`config.mk`:
```
export PLATFORM = sky130hd
export DESIGN_NAME = mem_port_arbiter
export DESIGN_NICKNAME = d
export VERILOG_FILES = /design/src/rtl/mem_port_arbiter_pkg.sv /design/src/rtl/mem_port_arbiter_rr_arb2.sv /design/src/rtl/mem_port_arbiter.sv
export SDC_FILE = /design/constraint.sdc
export NUM_CORES = 1
export LEC_CHECK = 0
export BUFFER_PORTS_ARGS = -buffer_cell sky130_fd_sc_hd__buf_4
export CAP_MARGIN = 20
export CORE_AREA = 2 2 342 344
export DETAILED_ROUTE_END_ITERATION = 10
export DIE_AREA = 0 0 344 346
export SETUP_SLACK_MARGIN = 0.3
export SLEW_MARGIN = 40
export SYNTH_ARGS = -nofsm -noshare
export SYNTH_HDL_FRONTEND = slang
export SYNTH_SLANG_ARGS = --single-unit
```
`constraint.sdc`:
```
create_clock -name clk -period 5.6 [get_ports clk]
set_input_delay 0.84 -clock clk [delete_from_list [all_inputs] [get_ports clk]]
set_output_delay 0.84 -clock clk [all_outputs]
set_load 0.01 [all_outputs]
```
`src/rtl/mem_port_arbiter_pkg.sv`:
```
// Shared cache-side definitions: line/address types and the memory-port arbiter state encoding.
// Request/response records stay unpacked elsewhere, so the arbiter flattens them at its ports.
package mem_port_arbiter_pkg;

    localparam int LINE_W              = 128;
    localparam int ADDR_W              = 32;
    localparam int ARB_TIMEOUT_DEFAULT = 256;

    typedef logic [LINE_W-1:0] cache_data_type;
    typedef logic [ADDR_W-1:0] cache_addr_type;

    typedef enum logic [1:0] {
        IDLE,
        BUSY,
        DONE
    } arb_state_t;

endpackage

```
`src/rtl/mem_port_arbiter_rr_arb2.sv`:
```
// Two-way round-robin grant: on contention the requester that did not win last time is chosen.
module mem_port_arbiter_rr_arb2 (
    input  logic [1:0] valid,
    input  logic       last_grant,
    output logic       grant,
    output logic       any_valid
);

    always_comb begin
        any_valid = |valid;
        unique case (valid)
            2'b01:   grant = 1'b0;
            2'b10:   grant = 1'b1;
            2'b11:   grant = ~last_grant;
            default: grant = 1'b0;
        endcase
    end

endmodule

```
`src/rtl/mem_port_arbiter.sv`:
```
// Shares the single cache-to-memory port between the I-cache (0) and D-cache (1) controllers,
// holding the winning request on the port until memory answers or the transaction times out.
module mem_port_arbiter
    import mem_port_arbiter_pkg::*;
#(
    parameter int TIMEOUT_CYC = ARB_TIMEOUT_DEFAULT,
    parameter int CNT_W       = 9
) (
    input  logic         clk,
    input  logic         rst_n,

    input  logic         req0_valid,
    input  logic         req0_rw,
    input  logic [31:0]  req0_addr,
    input  logic [127:0] req0_wdata,
    output logic         req0_ready,
    output logic [127:0] req0_rdata,
    output logic         req0_err,

    input  logic         req1_valid,
    input  logic         req1_rw,
    input  logic [31:0]  req1_addr,
    input  logic [127:0] req1_wdata,
    output logic         req1_ready,
    output logic [127:0] req1_rdata,
    output logic         req1_err,

    output logic         mem_req_valid,
    output logic         mem_req_rw,
    output logic [31:0]  mem_req_addr,
    output logic [127:0] mem_req_data,
    input  logic         mem_rsp_ready,
    input  logic [127:0] mem_rsp_data,

    output logic         grant_id,
    output logic         busy
);

    if (TIMEOUT_CYC < 0 || (2 ** CNT_W) <= TIMEOUT_CYC) begin : g_bad_cnt_w
        $error("CNT_W is too narrow to count to TIMEOUT_CYC");
    end

    localparam logic [CNT_W-1:0] TO_LAST = CNT_W'((TIMEOUT_CYC == 0) ? 0 : TIMEOUT_CYC - 1);

    arb_state_t     state_q,      state_d;
    logic           last_grant_q, last_grant_d;
    logic           grant_id_q,   grant_id_d;
    logic           mem_valid_q,  mem_valid_d;
    logic           rw_q,         rw_d;
    cache_addr_type addr_q,       addr_d;
    cache_data_type wdata_q,      wdata_d;
    logic [CNT_W-1:0] cnt_q,      cnt_d;
    logic           ready0_q,     ready0_d;
    logic           ready1_q,     ready1_d;
    logic           err0_q,       err0_d;
    logic           err1_q,       err1_d;
    cache_data_type rdata0_q,     rdata0_d;
    cache_data_type rdata1_q,     rdata1_d;

    logic           arb_grant;
    logic           arb_any;
    logic           timeout_hit;
    logic           finish;
    logic           finish_err;
    cache_data_type finish_line;

    mem_port_arbiter_rr_arb2 u_rr_arb2 (
        .valid      ({req1_valid, req0_valid}),
        .last_grant (last_grant_q),
        .grant      (arb_grant),
        .any_valid  (arb_any)
    );

    // A response arriving on the timeout cycle takes priority, so err only when memory stayed silent.
    assign timeout_hit = (TIMEOUT_CYC != 0) && (cnt_q == TO_LAST);
    assign finish      = mem_rsp_ready || timeout_hit;
    assign finish_err  = !mem_rsp_ready;
    assign finish_line = (mem_rsp_ready && !rw_q) ? mem_rsp_data : '0;

    always_comb begin
        state_d      = state_q;
        last_grant_d = last_grant_q;
        grant_id_d   = grant_id_q;
        mem_valid_d  = mem_valid_q;
        rw_d         = rw_q;
        addr_d       = addr_q;
        wdata_d      = wdata_q;
        cnt_d        = cnt_q;
        ready0_d     = 1'b0;
        ready1_d     = 1'b0;
        err0_d       = 1'b0;
        err1_d       = 1'b0;
        rdata0_d     = rdata0_q;
        rdata1_d     = rdata1_q;

        unique case (state_q)
            IDLE: begin
                if (arb_any) begin
                    grant_id_d   = arb_grant;
                    last_grant_d = arb_grant;
                    rw_d         = arb_grant ? req1_rw    : req0_rw;
                    addr_d       = arb_grant ? req1_addr  : req0_addr;
                    wdata_d      = arb_grant ? req1_wdata : req0_wdata;
                    cnt_d        = '0;
                    mem_valid_d  = 1'b1;
                    state_d      = BUSY;
                end
            end
            BUSY: begin
                cnt_d = cnt_q + 1'b1;
                if (finish) begin
                    mem_valid_d = 1'b0;
                    state_d     = DONE;
                    if (grant_id_q) begin
                        ready1_d = 1'b1;
                        err1_d   = finish_err;
                        rdata1_d = finish_line;
                    end else begin
                        ready0_d = 1'b1;
                        err0_d   = finish_err;
                        rdata0_d = finish_line;
                    end
                end
            end
            // The pulse cycle never arbitrates, giving the owner one edge to drop its valid.
            DONE: begin
                state_d = IDLE;
            end
            default: begin
                state_d = IDLE;
            end
        endcase
    end

    always_ff @(posedge clk or negedge rst_n) begin
        if (!rst_n) begin
            state_q      <= IDLE;
            last_grant_q <= 1'b1;
            grant_id_q   <= 1'b0;
            mem_valid_q  <= 1'b0;
            rw_q         <= 1'b0;
            addr_q       <= '0;
            wdata_q      <= '0;
            cnt_q        <= '0;
            ready0_q     <= 1'b0;
            ready1_q     <= 1'b0;
            err0_q       <= 1'b0;
            err1_q       <= 1'b0;
            rdata0_q     <= '0;
            rdata1_q     <= '0;
        end else begin
            state_q      <= state_d;
            last_grant_q <= last_grant_d;
            grant_id_q   <= grant_id_d;
            mem_valid_q  <= mem_valid_d;
            rw_q         <= rw_d;
            addr_q       <= addr_d;
            wdata_q      <= wdata_d;
            cnt_q        <= cnt_d;
            ready0_q     <= ready0_d;
            ready1_q     <= ready1_d;
            err0_q       <= err0_d;
            err1_q       <= err1_d;
            rdata0_q     <= rdata0_d;
            rdata1_q     <= rdata1_d;
        end
    end

    assign req0_ready    = ready0_q;
    assign req0_err      = err0_q;
    assign req0_rdata    = rdata0_q;
    assign req1_ready    = ready1_q;
    assign req1_err      = err1_q;
    assign req1_rdata    = rdata1_q;
    assign mem_req_valid = mem_valid_q;
    assign mem_req_rw    = rw_q;
    assign mem_req_addr  = addr_q;
    assign mem_req_data  = wdata_q;
    assign grant_id      = grant_id_q;
    assign busy          = (state_q != IDLE);

endmodule

```
==> metrics.md, run 1 <==
| Metric | Value |
|---|---|
| Yosys cell types | `35` |
| Async SR Flop Fraction | `100%` |
| Mean Syn Cell Area | `13.0 sq um` |
| Non-Filler Instances | `3914` |
| Initial core utilization | `16.4%` |
| DR WL/cell | `22.8 microns` |
| Internal power | `9.38 mW` |
| Max Root-Sink Buffers | `3` |
| Die width | `344 microns` |
| CP Cell Sequence | `ha_1 > nand3_1 > nor2_1 > ha_1 > o21ai_4 > inv_2 > and2_4 > buf_12 > buf_12 > mux2_2` |
| Routed WL | `89200 microns` |
| Port Buffer Count | `878` |
| Tcrit/Tclk final | `53.1%` |
| MaxCap Viol Count | `0` |
| Main synth FF type | `dfrtp_1` |
| Clock power share | `24.9%` |
| Via count | `14685` |
| Cell Area, Synth | `19000 sq um` |
| Post-synth EDFFs | `0` |
| Initial antenna violation count | `30` |
| Routed Antenna Nets | `0` |
| Final setup TNS | `0 ps` |
| Crit end category | `flop` |
| Slowest cell delay on critical path | `390 ps` |
| Slowest cell on crit path | `dfrtp_1` |
| Rel. slew slack | `45.0%` |
| Setup Viol. Count Final | `0` |
| Cells after Synth | `1464` |
| Top cell type's share of synthesized area | `57.2%` |
| Die Span Y | `346 microns` |
| Sw frac | `35.7%` |
| Reg-to-Reg Start | `cnt_q[0]` |
| Hold Buf Count CTS | `0` |
| Most frequent cells in the layout | `buf_4, dfrtp_1, nand2_1, o21ai_0, mux2i_1` |
| DP Wirelength | `70800 microns` |
| First-pass GRT wire length | `121000 microns` |
| Setup Buffers After CTS | `0` |
| CP Buf/Inv Count | `3` |
| Tmin final | `2970 ps` |
| Top Ports | `879` |
| Top cells by area, synth | `dfrtp_1, mux2_2, mux2i_1` |
| Switching power | `5.21 mW` |
| Clk root buf | `clkbuf_16` |
| Proportion of layout cells with a drive suffix above 1 | `53.2%` |
| Worst slew pin tran | `825 ps` |
| Dpl ws | `2570 ps` |
| Comb pwr share | `40.2%` |
| FP Rows | `125` |
| DRC viols | `0` |
| Crit start category | `flop` |
| #FFs+latches synth | `435` |
| Hold Vio Cnt, Final | `0` |
| Total Nets Final | `2784` |
| Clock latency on the worst-skew pair | `640 ps` |
| Unrepaired setup endpoints after global routing | `false` |
| Worst setup margin | `2630 ps` |
| Post-Synthesis Net Count | `1921` |
| CTS Sinks | `435` |
| Seq/Total Area, Yosys | `57.3%` |
| Critical Path RT | `6100 ps` |
| Arr. time, crit path | `3470 ps` |
| Max Slew Vio Count | `0` |
| Grt total ovfl | `0` |
| Crit path from | `cnt_q[0]` |
| Leakage | `14.3 nW` |
| Layout Skew | `34.1 ps` |
| Core area | `115000 sq um` |
| DRT Pass-1 Iters | `5` |
| HP Class | `input port to async pin` |
| Leading area contributor after synthesis | `dfrtp_1` |
| Max frequency | `337 MHz` |
| WS Path Type | `flop to flop` |
| Starting DRT DRC Count | `660` |
| CTS Buf Count | `54` |
| Critical path's top delay family | `buffers and inverters` |
| Vias in the first global route | `15168` |
| Area Overhead vs Synth | `53.4%` |
| CTS tree | `built` |
| Placed insts | `3793` |
| Status | `complete, no violations` |
| Reg clk slew, reported paths | `60 ps` |
| Pin count of the biggest net entering global routing | `208` |
| Most common cell after layout, fill and taps aside | `buf_4` |
| Tot GR Track Use | `14.4%` |
| Post-cts sizing count | `0` |
| Vias per cell | `3.75` |
| Filler cells | `12274` |
| Sequential share of power | `34.9%` |
| Maximum VDD drop | `0.439 mV` |
| Die area | `119000 sq um` |
| Cell area power density | `501 nW/um^2` |
| Worst hold slack | `32.2 ps` |
| Ys Warns | `0` |
| CTS H-tree lvls | `2` |
| Crit path max fanout | `51` |
| Routability congestion estimate from global placement | `0.897` |
==> final cells by class <==
cell class	count	area, sq um	share of cell area, %
antenna	21	52.6	0.180
timing repair buffer	906	6990	24.0
tap	1524	1910	6.55
clock buffer	76	1560	5.37
inverter	4	15.0	0.0516
sequential	435	10900	37.4
multi-input combinational	926	7450	25.6
clock inverter	22	251	0.864
==> synth_stat cells (8+ instances only) <==
| cell | count |
|---|---|
| buf_2 | 27 |
| mux2_2 | 156 |
| and2_1 | 128 |
| o21ai_0 | 170 |
| mux2_4 | 100 |
| nand2_1 | 174 |
| nor2_1 | 8 |
| buf_12 | 11 |
| mux2i_1 | 161 |
| dfrtp_1 | 434 |
| clkbuf_1 | 38 |
| buf_4 | 20 |
==> sequential cells by signal, summed over array words and instances, names as in the netlist <==
name,count
last_grant_q,1
grant_id,1
mem_req_data,128
cnt_q,9
req0_rdata,128
req0_ready,1
req1_err,1
mem_req_valid,1
req0_err,1
mem_req_rw,1
mem_req_addr,32
req1_rdata,128
state_q,2
req1_ready,1
==> metrics by stage <==
step | instance area (sq um) | power, mW | util, %
2_1_floorplan | 19000 | 7.79 | -
3_3_place_gp | 27200 | 11.0 | 23.5
3_5_place_dp | 27200 | 11.1 | 23.6
4_1_cts | 29000 | 14.9 | 25.1
5_1_grt | 29100 | 15.5 | 25.2
6_report | 29100 | 14.6 | 25.2
==> final timing paths <==
| check | to | slack, ps | depth (start not counted) |
|---|---|---|---|
| worst max-delay path | req1_rdata[18] | 2630 | 10 |
| worst min-delay path | mem_req_data[112] | 30 | 1 |
| worst max register to register | req1_rdata[18] | 2630 | 10 |
| worst min register to register | cnt_q[5] | 470 | 1 |
| max in group asynchronous | mem_req_data[67] | 4160 | 3 |
| min in group clk | req1_err | 430 | 2 |
==> power by group through the flow <==
stage | clock network [mW] | registers, mW | logic, mW
after floorplan | 0 | 5.51 | 2.27
after global placement | 0 | 5.11 | 5.92
final | 3.63 | 5.10 | 5.86
after detailed placement | 0 | 5.13 | 5.98
after CTS | 3.76 | 5.11 | 5.98
after global routing | 3.88 | 5.25 | 6.36
==> worst register-to-register path: stages (launching register included) <==
cell	delay, ps
dfrtp_1	390
ha_1	270
nand3_1	130
nor2_1	110
ha_1	210
o21ai_4	90
inv_2	100
and2_4	370
buf_12	310
buf_12	400
mux2_2	460
==> layer usage <==
metal / routed length [microns] / vias up / GRT usage, %
met5: 57 / - / 0
met4: 2640 / 10 / 5.63
met3: 7960 / 124 / 5.35
met2: 42500 / 602 / 23.3
met1: 36000 / 7172 / 17.3
li1: - / 6777 / -
==> logic make-up (layout without fill, tap and decap cells) <==
kind of cell             Yosys count  after routing  share of synthesized area (%)
AO/OA/AOI/OAI                    183            183                           5.00
adder cells (fa/ha/maj)            2              2                          0.132
buffers and inverters            103           1008                           3.63
flip-flops                       435            435                           57.3
multiplexers                     417            417                           25.6
other                              0             21                              0
AND/OR/NAND/NOR                  324            324                           8.25
No activity file was read; power rests on OpenSTA's default activity.
==> inputs of run 2 (changes only) <==
CORE_AREA = 2 2 341 343   (was 2 2 342 344)
DIE_AREA = 0 0 343 345   (was 0 0 344 346)
clock period = 2.7 ns   (was 5.6 ns; I/O delays follow)
==> run 2 against run 1 <==
  * Clock skew down 11 ps
  * Utilization up 0.59 points
  * Worst setup slack worse by 2200 ps
  * Global-route usage down 0.38 points
  * Critical path depth down 1
  * Hold slack better by 32 ps
  * Clock power up 100%
  * Via count up 2.5%
  * First-iteration DRC count down 1.4%
  * Highest routed layer unchanged
==> metrics.md, run 2 (synthesized netlist as in run 1, its figures left out) <==
| Metric | Value |
|---|---|
| Status | `complete, no violations (unchanged)` |
| Crit path max fanout | `36 (was 51)` |
| Vias per cell | `3.79 (was 3.75)` |
| Crit path from | `cnt_q[1] (was cnt_q[0])` |
| DRT Pass-1 Iters | `5 (unchanged)` |
| Final instance area | `29700 sq um (was 29100 sq um)` |
| Crit start category | `flop (unchanged)` |
| Max Root-Sink Buffers | `3 (unchanged)` |
| Worst hold slack | `64.7 ps (was 32.2 ps)` |
| Via count | `15053 (was 14685)` |
| CTS Buf Count | `53 (was 54)` |
| Crit end category | `flop (unchanged)` |
| Placed insts | `3852 (was 3793)` |
| Core area | `115000 sq um (about the same)` |
| Initial core utilization | `16.5% (was 16.4%)` |
| CP Cell Sequence | `ha_2 > nand3_2 > nor2_1 > ha_2 > o21ai_4 > nor2_4 > buf_12 > buf_4 > mux2_2 (was ha_1 > nand3_1 > nor2_1 > ha_1 > o21ai_4 > inv_2 > and2_4 > buf_12 > buf_12 > mux2_2)` |
| Port Buffer Count | `878 (unchanged)` |
| Filler cells | `12292 (was 12274)` |
| Proportion of layout cells with a drive suffix above 1 | `54.5% (was 53.2%)` |
| Tot GR Track Use | `14.1% (was 14.4%)` |
| Die width | `343 microns (was 344 microns)` |
| WS Path Type | `flop to flop (unchanged)` |
| Crit path to | `req0_rdata[32] (was req1_rdata[18])` |
| Reg clk slew, reported paths | `60 ps (about the same)` |
| Slowest cell on crit path | `dfrtp_1 (unchanged)` |
| CP Buf/Inv Count | `2 (was 3)` |
| Leakage | `14.7 nW (was 14.3 nW)` |
| Pwr Total | `30.2 mW (was 14.6 mW)` |
| Vias in the first global route | `15455 (was 15168)` |
| Area Overhead vs Synth | `56.5% (was 53.4%)` |
| Hold Vio Cnt, Final | `0 (unchanged)` |
| Non-Filler Instances | `3974 (was 3914)` |
| Setup Viol. Count Final | `0 (unchanged)` |
| Worst r2r path cells | `9 (was 10)` |
| Worst setup margin | `386 ps (was 2630 ps)` |
| Routed WL | `87200 microns (was 89200 microns)` |
| Clk root buf | `clkbuf_16 (unchanged)` |
| Arr. time, crit path | `2810 ps (was 3470 ps)` |
| Cell mode on critical path | `ha_2` |
| Max Slew Vio Count | `0 (unchanged)` |
| Worst R2R End | `req0_rdata[32] (was req1_rdata[18])` |
| Total Nets Final | `2859 (was 2784)` |
| MaxCap Viol Count | `0 (unchanged)` |
| Critical path's top delay family | `buffers and inverters (unchanged)` |
| Pin count of the biggest net entering global routing | `141 (was 208)` |
| HP Class | `input port to flop (was input port to async pin)` |
| Clock latency on the worst-skew pair | `630 ps (was 640 ps)` |
| Reg-to-Reg Start | `cnt_q[1] (was cnt_q[0])` |
| DP Wirelength | `70400 microns (was 70800 microns)` |
| Most frequent cells in the layout | `buf_4, dfrtp_1, nand2_1, o21ai_0, mux2i_1 (unchanged)` |
| First-pass GRT wire length | `119000 microns (was 121000 microns)` |
| Starting DRT DRC Count | `651 (was 660)` |
| Area after DPL | `27700 sq um (was 27200 sq um)` |
| Critical Path RT | `3200 ps (was 6100 ps)` |
| CTS H-tree lvls | `2 (unchanged)` |
| Dpl ws | `305 ps (was 2570 ps)` |
| Critical Path Stages | `9 (was 10)` |
| Rel. slew slack | `55.7% (was 45.0%)` |
| Top Ports | `879 (unchanged)` |
| Unrepaired setup endpoints after global routing | `false (unchanged)` |
| Grt total ovfl | `0 (unchanged)` |
| Most common cell after layout, fill and taps aside | `buf_4 (unchanged)` |
| Layout Skew | `23.5 ps (was 34.1 ps)` |
| Tcrit/Tclk final | `85.7% (was 53.1%)` |
| Cell area power density | `1020 nW/um^2 (was 501 nW/um^2)` |
| Die Span Y | `345 microns (was 346 microns)` |
| Slowest cell delay on critical path | `380 ps (was 390 ps)` |
| Die area | `118000 sq um (was 119000 sq um)` |
| Worst slew pin tran | `664 ps (was 825 ps)` |
| CTS Sinks | `435 (unchanged)` |
| Routed Antenna Nets | `0 (unchanged)` |
| Maximum VDD drop | `0.621 mV (was 0.439 mV)` |
| Max frequency | `432 MHz (was 337 MHz)` |
| FP Rows | `125 (unchanged)` |
| Tmin final | `2310 ps (was 2970 ps)` |
| Final setup TNS | `0 ps (unchanged)` |
| Core Util, Final | `25.8% (was 25.2%)` |
| Routability congestion estimate from global placement | `0.856 (was 0.897)` |
| DR WL/cell | `21.9 microns (was 22.8 microns)` |
| CTS tree | `built (unchanged)` |
| Initial antenna violation count | `25 (was 30)` |
| R2r setup slk | `390 ps (was 2630 ps)` |
| DRC viols | `0 (unchanged)` |
run 2: cell types whose count changed in the layout (fill, tap and decap cells not counted), moves of 2 or more:
| cell | delta |
|---|---|
| clkbuf_16 | +2 |
| clkinv_4 | +3 |
| clkbuf_1 | +2 |
| clkinv_2 | -2 |
| inv_6 | +2 |
| diode_2 | -15 |
| clkbuf_8 | -7 |
| ha_2 | +2 |
| buf_4 | +64 |
| ha_1 | -2 |
| buf_12 | +4 |
| dlygate4sd3_1 | +6 |
run 2: worst min path at each step:
| stage | start | end | slack [ps] | cells after the start |
|---|---|---|---|---|
| 2_1_floorplan | rst_n | cnt_q[0] | 110 | 0 |
| 5_1_grt | req0_addr[28] | mem_req_addr[28] | 20 | 3 |
| 3_5_place_dp | rst_n | req0_rdata[64] | 440 | 1 |
| 6_report | req0_wdata[74] | mem_req_data[74] | 60 | 3 |
| 4_1_cts | req1_wdata[105] | mem_req_data[105] | 2 | 3 |
| 3_3_place_gp | rst_n | req0_rdata[64] | 430 | 1 |
run 2: routing by layer:
metal  track usage, %  part of all wire (%)  vias to the layer above
met5                0                 0.048                        -
met2             23.8                    48                      592
met1             17.6                    42                     7416
met4             2.88                   1.7                        8
met3             4.14                   7.3                      107
li1                 -                     -                     6930
run 2: power breakdown:
group / internal, mW / switching (mW)
Sequential: 9.00 / 1.58
Combinational: 6.34 / 5.90
Clock: 4.29 / 3.08
run 2: timing repair:
item,in CTS,in global routing
resized for setup,0,5
endpoints found under the hold margin,38,0
setup buffers,0,10
hold buffers,6,0
pin swaps,0,1
setup endpoints to repair,46,158
cloned,0,3
run 2: tightest hold or removal path, cell delays in order:
cell	delay (ps)
buf_4	70
mux2i_1	40
o21ai_0	120
run 2: cell type report:
class / instances / area, sq um / share of cell area, %
antenna: 6 / 15.0 / 0.0505
clock buffer: 70 / 1450 / 4.88
clock inverter: 27 / 327 / 1.10
inverter: 4 / 15.0 / 0.0505
multi-input combinational: 926 / 7460 / 25.1
sequential: 435 / 10900 / 36.6
tap: 1524 / 1910 / 6.42
timing repair buffer: 982 / 7660 / 25.8
==> inputs of run 3 (changes only) <==
--- a/config.mk
+++ b/config.mk
@@ -11,4 +11,5 @@
 export DETAILED_ROUTE_END_ITERATION = 10
 export DIE_AREA = 0 0 343 345
+export RECOVER_POWER = 50
 export SETUP_SLACK_MARGIN = 0.3
 export SLEW_MARGIN = 40
@@ -16,2 +17,3 @@
 export SYNTH_HDL_FRONTEND = slang
 export SYNTH_SLANG_ARGS = --single-unit
+export TNS_END_PERCENT = 20
==> constraint.sdc (replaced) <==
create_clock -name clk -period 2.7 [get_ports clk]
set_input_delay 0.405 -clock clk [delete_from_list [all_inputs] [get_ports clk]]
set_output_delay 0.405 -clock clk [all_outputs]
set_load 0.02 [all_outputs]
==> run 3 against run 2 <==
  * The run now ends with max-capacitance violations, max-slew violations left
  * Final area down 2.8%
  * Utilization decreased by 0.71 points
  * Worst setup slack lost 54 ps
  * Hold slack improved by 2.1 ps
  * Via count down 0.17%
  * First-iteration DRC count decreased by 1.8%
  * Global-route usage is the same
  * Critical endpoint is now req1_rdata[79]
  * Largest cell class unchanged
  * Highest routed layer unchanged
==> metrics.md, run 3 (synthesized netlist as in run 1, its figures left out) <==
| Metric | Value |
|---|---|
| Layout Skew | `25.1 ps (was 23.5 ps)` |
| CTS tree | `built (unchanged)` |
| Max Root-Sink Buffers | `3 (unchanged)` |
| Critical path's top delay family | `buffers and inverters (unchanged)` |
| Status | `complete, but fails checks (was complete, no violations)` |
| Initial antenna violation count | `25 (unchanged)` |
| Max frequency | `422 MHz (was 432 MHz)` |
| Worst setup margin | `332 ps (was 386 ps)` |
| Die width | `343 microns (unchanged)` |
| DRT Pass-1 Iters | `5 (unchanged)` |
| Via count | `15027 (was 15053)` |
| Slowest cell delay on critical path | `400 ps (was 380 ps)` |
| Pin count of the biggest net entering global routing | `141 (unchanged)` |
| Routed WL | `87100 microns (was 87200 microns)` |
| Tot GR Track Use | `14.1% (unchanged)` |
| Worst r2r path cells | `11 (was 9)` |
| MaxCap Viol Count | `1 (was 0)` |
| Most frequent cells in the layout | `buf_4, dfrtp_1, clkbuf_1, nand2_1, o21ai_0 (was buf_4, dfrtp_1, nand2_1, o21ai_0, mux2i_1)` |
| Critical Path RT | `3200 ps (about the same)` |
| Die Span Y | `345 microns (unchanged)` |
| Initial core utilization | `16.5% (unchanged)` |
| DR WL/cell | `21.9 microns (about the same)` |
| Slowest cell on crit path | `dfrtp_1 (unchanged)` |
| Hold_sp | `req0_wdata[74] (unchanged)` |
| First-pass GRT wire length | `119000 microns (unchanged)` |
| Core area | `115000 sq um (unchanged)` |
| Pwr Total | `31.1 mW (was 30.2 mW)` |
| HP Class | `input port to flop (unchanged)` |
| R2r setup slk | `330 ps (was 390 ps)` |
| Hold Path Sink | `mem_req_data[74] (unchanged)` |
| Vias in the first global route | `15440 (was 15455)` |
| Most common cell after layout, fill and taps aside | `buf_4 (unchanged)` |
| Unrepaired setup endpoints after global routing | `false (unchanged)` |
| Clock latency on the worst-skew pair | `630 ps (about the same)` |
| WS Path Type | `flop to flop (unchanged)` |
| Area Overhead vs Synth | `52.2% (was 56.5%)` |
| Worst hold stages | `3 (unchanged)` |
| Cell area power density | `1080 nW/um^2 (was 1020 nW/um^2)` |
| Die area | `118000 sq um (unchanged)` |
| CTS H-tree lvls | `2 (unchanged)` |
| Reg clk slew, reported paths | `60 ps (about the same)` |
| DP Wirelength | `70400 microns (unchanged)` |
| Crit start category | `flop (unchanged)` |
| CP Buf/Inv Count | `4 (was 2)` |
| Hold Vio Cnt, Final | `0 (unchanged)` |
| Crit path max fanout | `11 (was 36)` |
| Worst slew pin tran | `2140 ps (was 664 ps)` |
| Failing checks | `max-capacitance violations, max-slew violations` |
| CTS Sinks | `435 (unchanged)` |
| Total Nets Final | `2859 (unchanged)` |
| Max Slew Vio Count | `59 (was 0)` |
| Clk root buf | `clkbuf_16 (unchanged)` |
| Setup Viol. Count Final | `0 (unchanged)` |
| Tcrit/Tclk final | `87.7% (was 85.7%)` |
| CTS Buf Count | `53 (unchanged)` |
| Grt total ovfl | `0 (unchanged)` |
| Maximum VDD drop | `0.613 mV (was 0.621 mV)` |
| Tmin final | `2370 ps (was 2310 ps)` |
| DRC viols | `0 (unchanged)` |
| CP Cell Sequence | `ha_1 > nand3_2 > nor2_1 > ha_2 > o21ai_4 > inv_2 > and2_4 > buf_12 > buf_12 > clkbuf_16 > mux2_4 (was ha_2 > nand3_2 > nor2_1 > ha_2 > o21ai_4 > nor2_4 > buf_12 > buf_4 > mux2_2)` |
| FP Rows | `125 (unchanged)` |
| Proportion of layout cells with a drive suffix above 1 | `45.7% (was 54.5%)` |
| Routability congestion estimate from global placement | `0.856 (unchanged)` |
| Top Ports | `879 (unchanged)` |
| Vias per cell | `3.78 (was 3.79)` |
| Port Buffer Count | `878 (unchanged)` |
| Rel. slew slack | `-42.6% (was 55.7%)` |
| Starting DRT DRC Count | `639 (was 651)` |
| Leakage | `13.9 nW (was 14.7 nW)` |
| Cell mode on critical path | `buf_12 (was ha_2)` |
| Crit end category | `flop (unchanged)` |
| Routed Antenna Nets | `0 (unchanged)` |
| Final setup TNS | `0 ps (unchanged)` |
| Reg-to-Reg Start | `cnt_q[1] (unchanged)` |
| Worst R2R End | `req1_rdata[79] (was req0_rdata[32])` |
| Arr. time, crit path | `2870 ps (was 2810 ps)` |
| Dpl ws | `305 ps (unchanged)` |
## run 3: changes by cell type in the layout (fill, tap and decap cells not counted)
cell      previous run  this run
ha_1                 0         1
buf_4              955       738
buf_8                2         1
clkbuf_2             0         5
clkbuf_1            11       224
ha_2                 2         1
## run 3: worst max path at each step
stage,cells after the start,from,to
floorplan,11,cnt_q[0],req1_rdata[100]
global placement,10,cnt_q[0],req1_rdata[74]
detailed placement,10,cnt_q[0],req1_rdata[78]
CTS,10,cnt_q[0],req1_rdata[19]
global route,3,rst_n,req1_rdata[115]
finish,11,cnt_q[1],req1_rdata[79]
## run 3: cell type report
cell class	instances	area, sq um
diodes	6	15.0
clock buffers	70	1450
clock inverters	27	327
fillers	12492	86200
inverters	4	15.0
multi-input cells	926	7460
flip-flops and latches	435	10900
well taps	1524	1910
repair buffers	982	6840
## run 3: per-layer routing
layer | GRT usage [%] | routed length [microns] | vias to the layer above
li1 | - | - | 6930
met1 | 17.6 | 36900 | 7372
met2 | 23.7 | 42100 | 608
met3 | 4.14 | 6550 | 109
met4 | 2.88 | 1530 | 8
met5 | 0 | 42 | -
## run 3: worst min-delay path, cell delays in order
cell and delay [ps]:
buf_4 70, mux2i_1 50, o21ai_0 130
## run 3: metrics by stage
step / area (sq um) / util, % / hold WS (ps) / std cells
detailed placement: 27700 / 24.0 / 436 / 3852
finish: 28900 / 25.1 / 66.8 / 3974
global route: 28900 / 25.1 / 24.9 / 3971
floorplan: 19000 / - / 109 / 1464
CTS: 29500 / 25.6 / 2.44 / 3955
global placement: 27700 / 24.0 / 433 / 3851
## run 3: power by group
group	internal (mW)	switching (mW)
Combinational	5.43	7.75
Clock	4.29	3.08
Sequential	9.00	1.54
## run 3: what timing repair did
action / CTS / global route
hold buffers: 6 / 0
gates cloned: 0 / 3
pin swaps: 0 / 1
buffers inserted: 0 / 10
gates resized for setup: 0 / 5
hold endpoints to repair: 38 / 0
endpoints found under the setup margin: 46 / 158
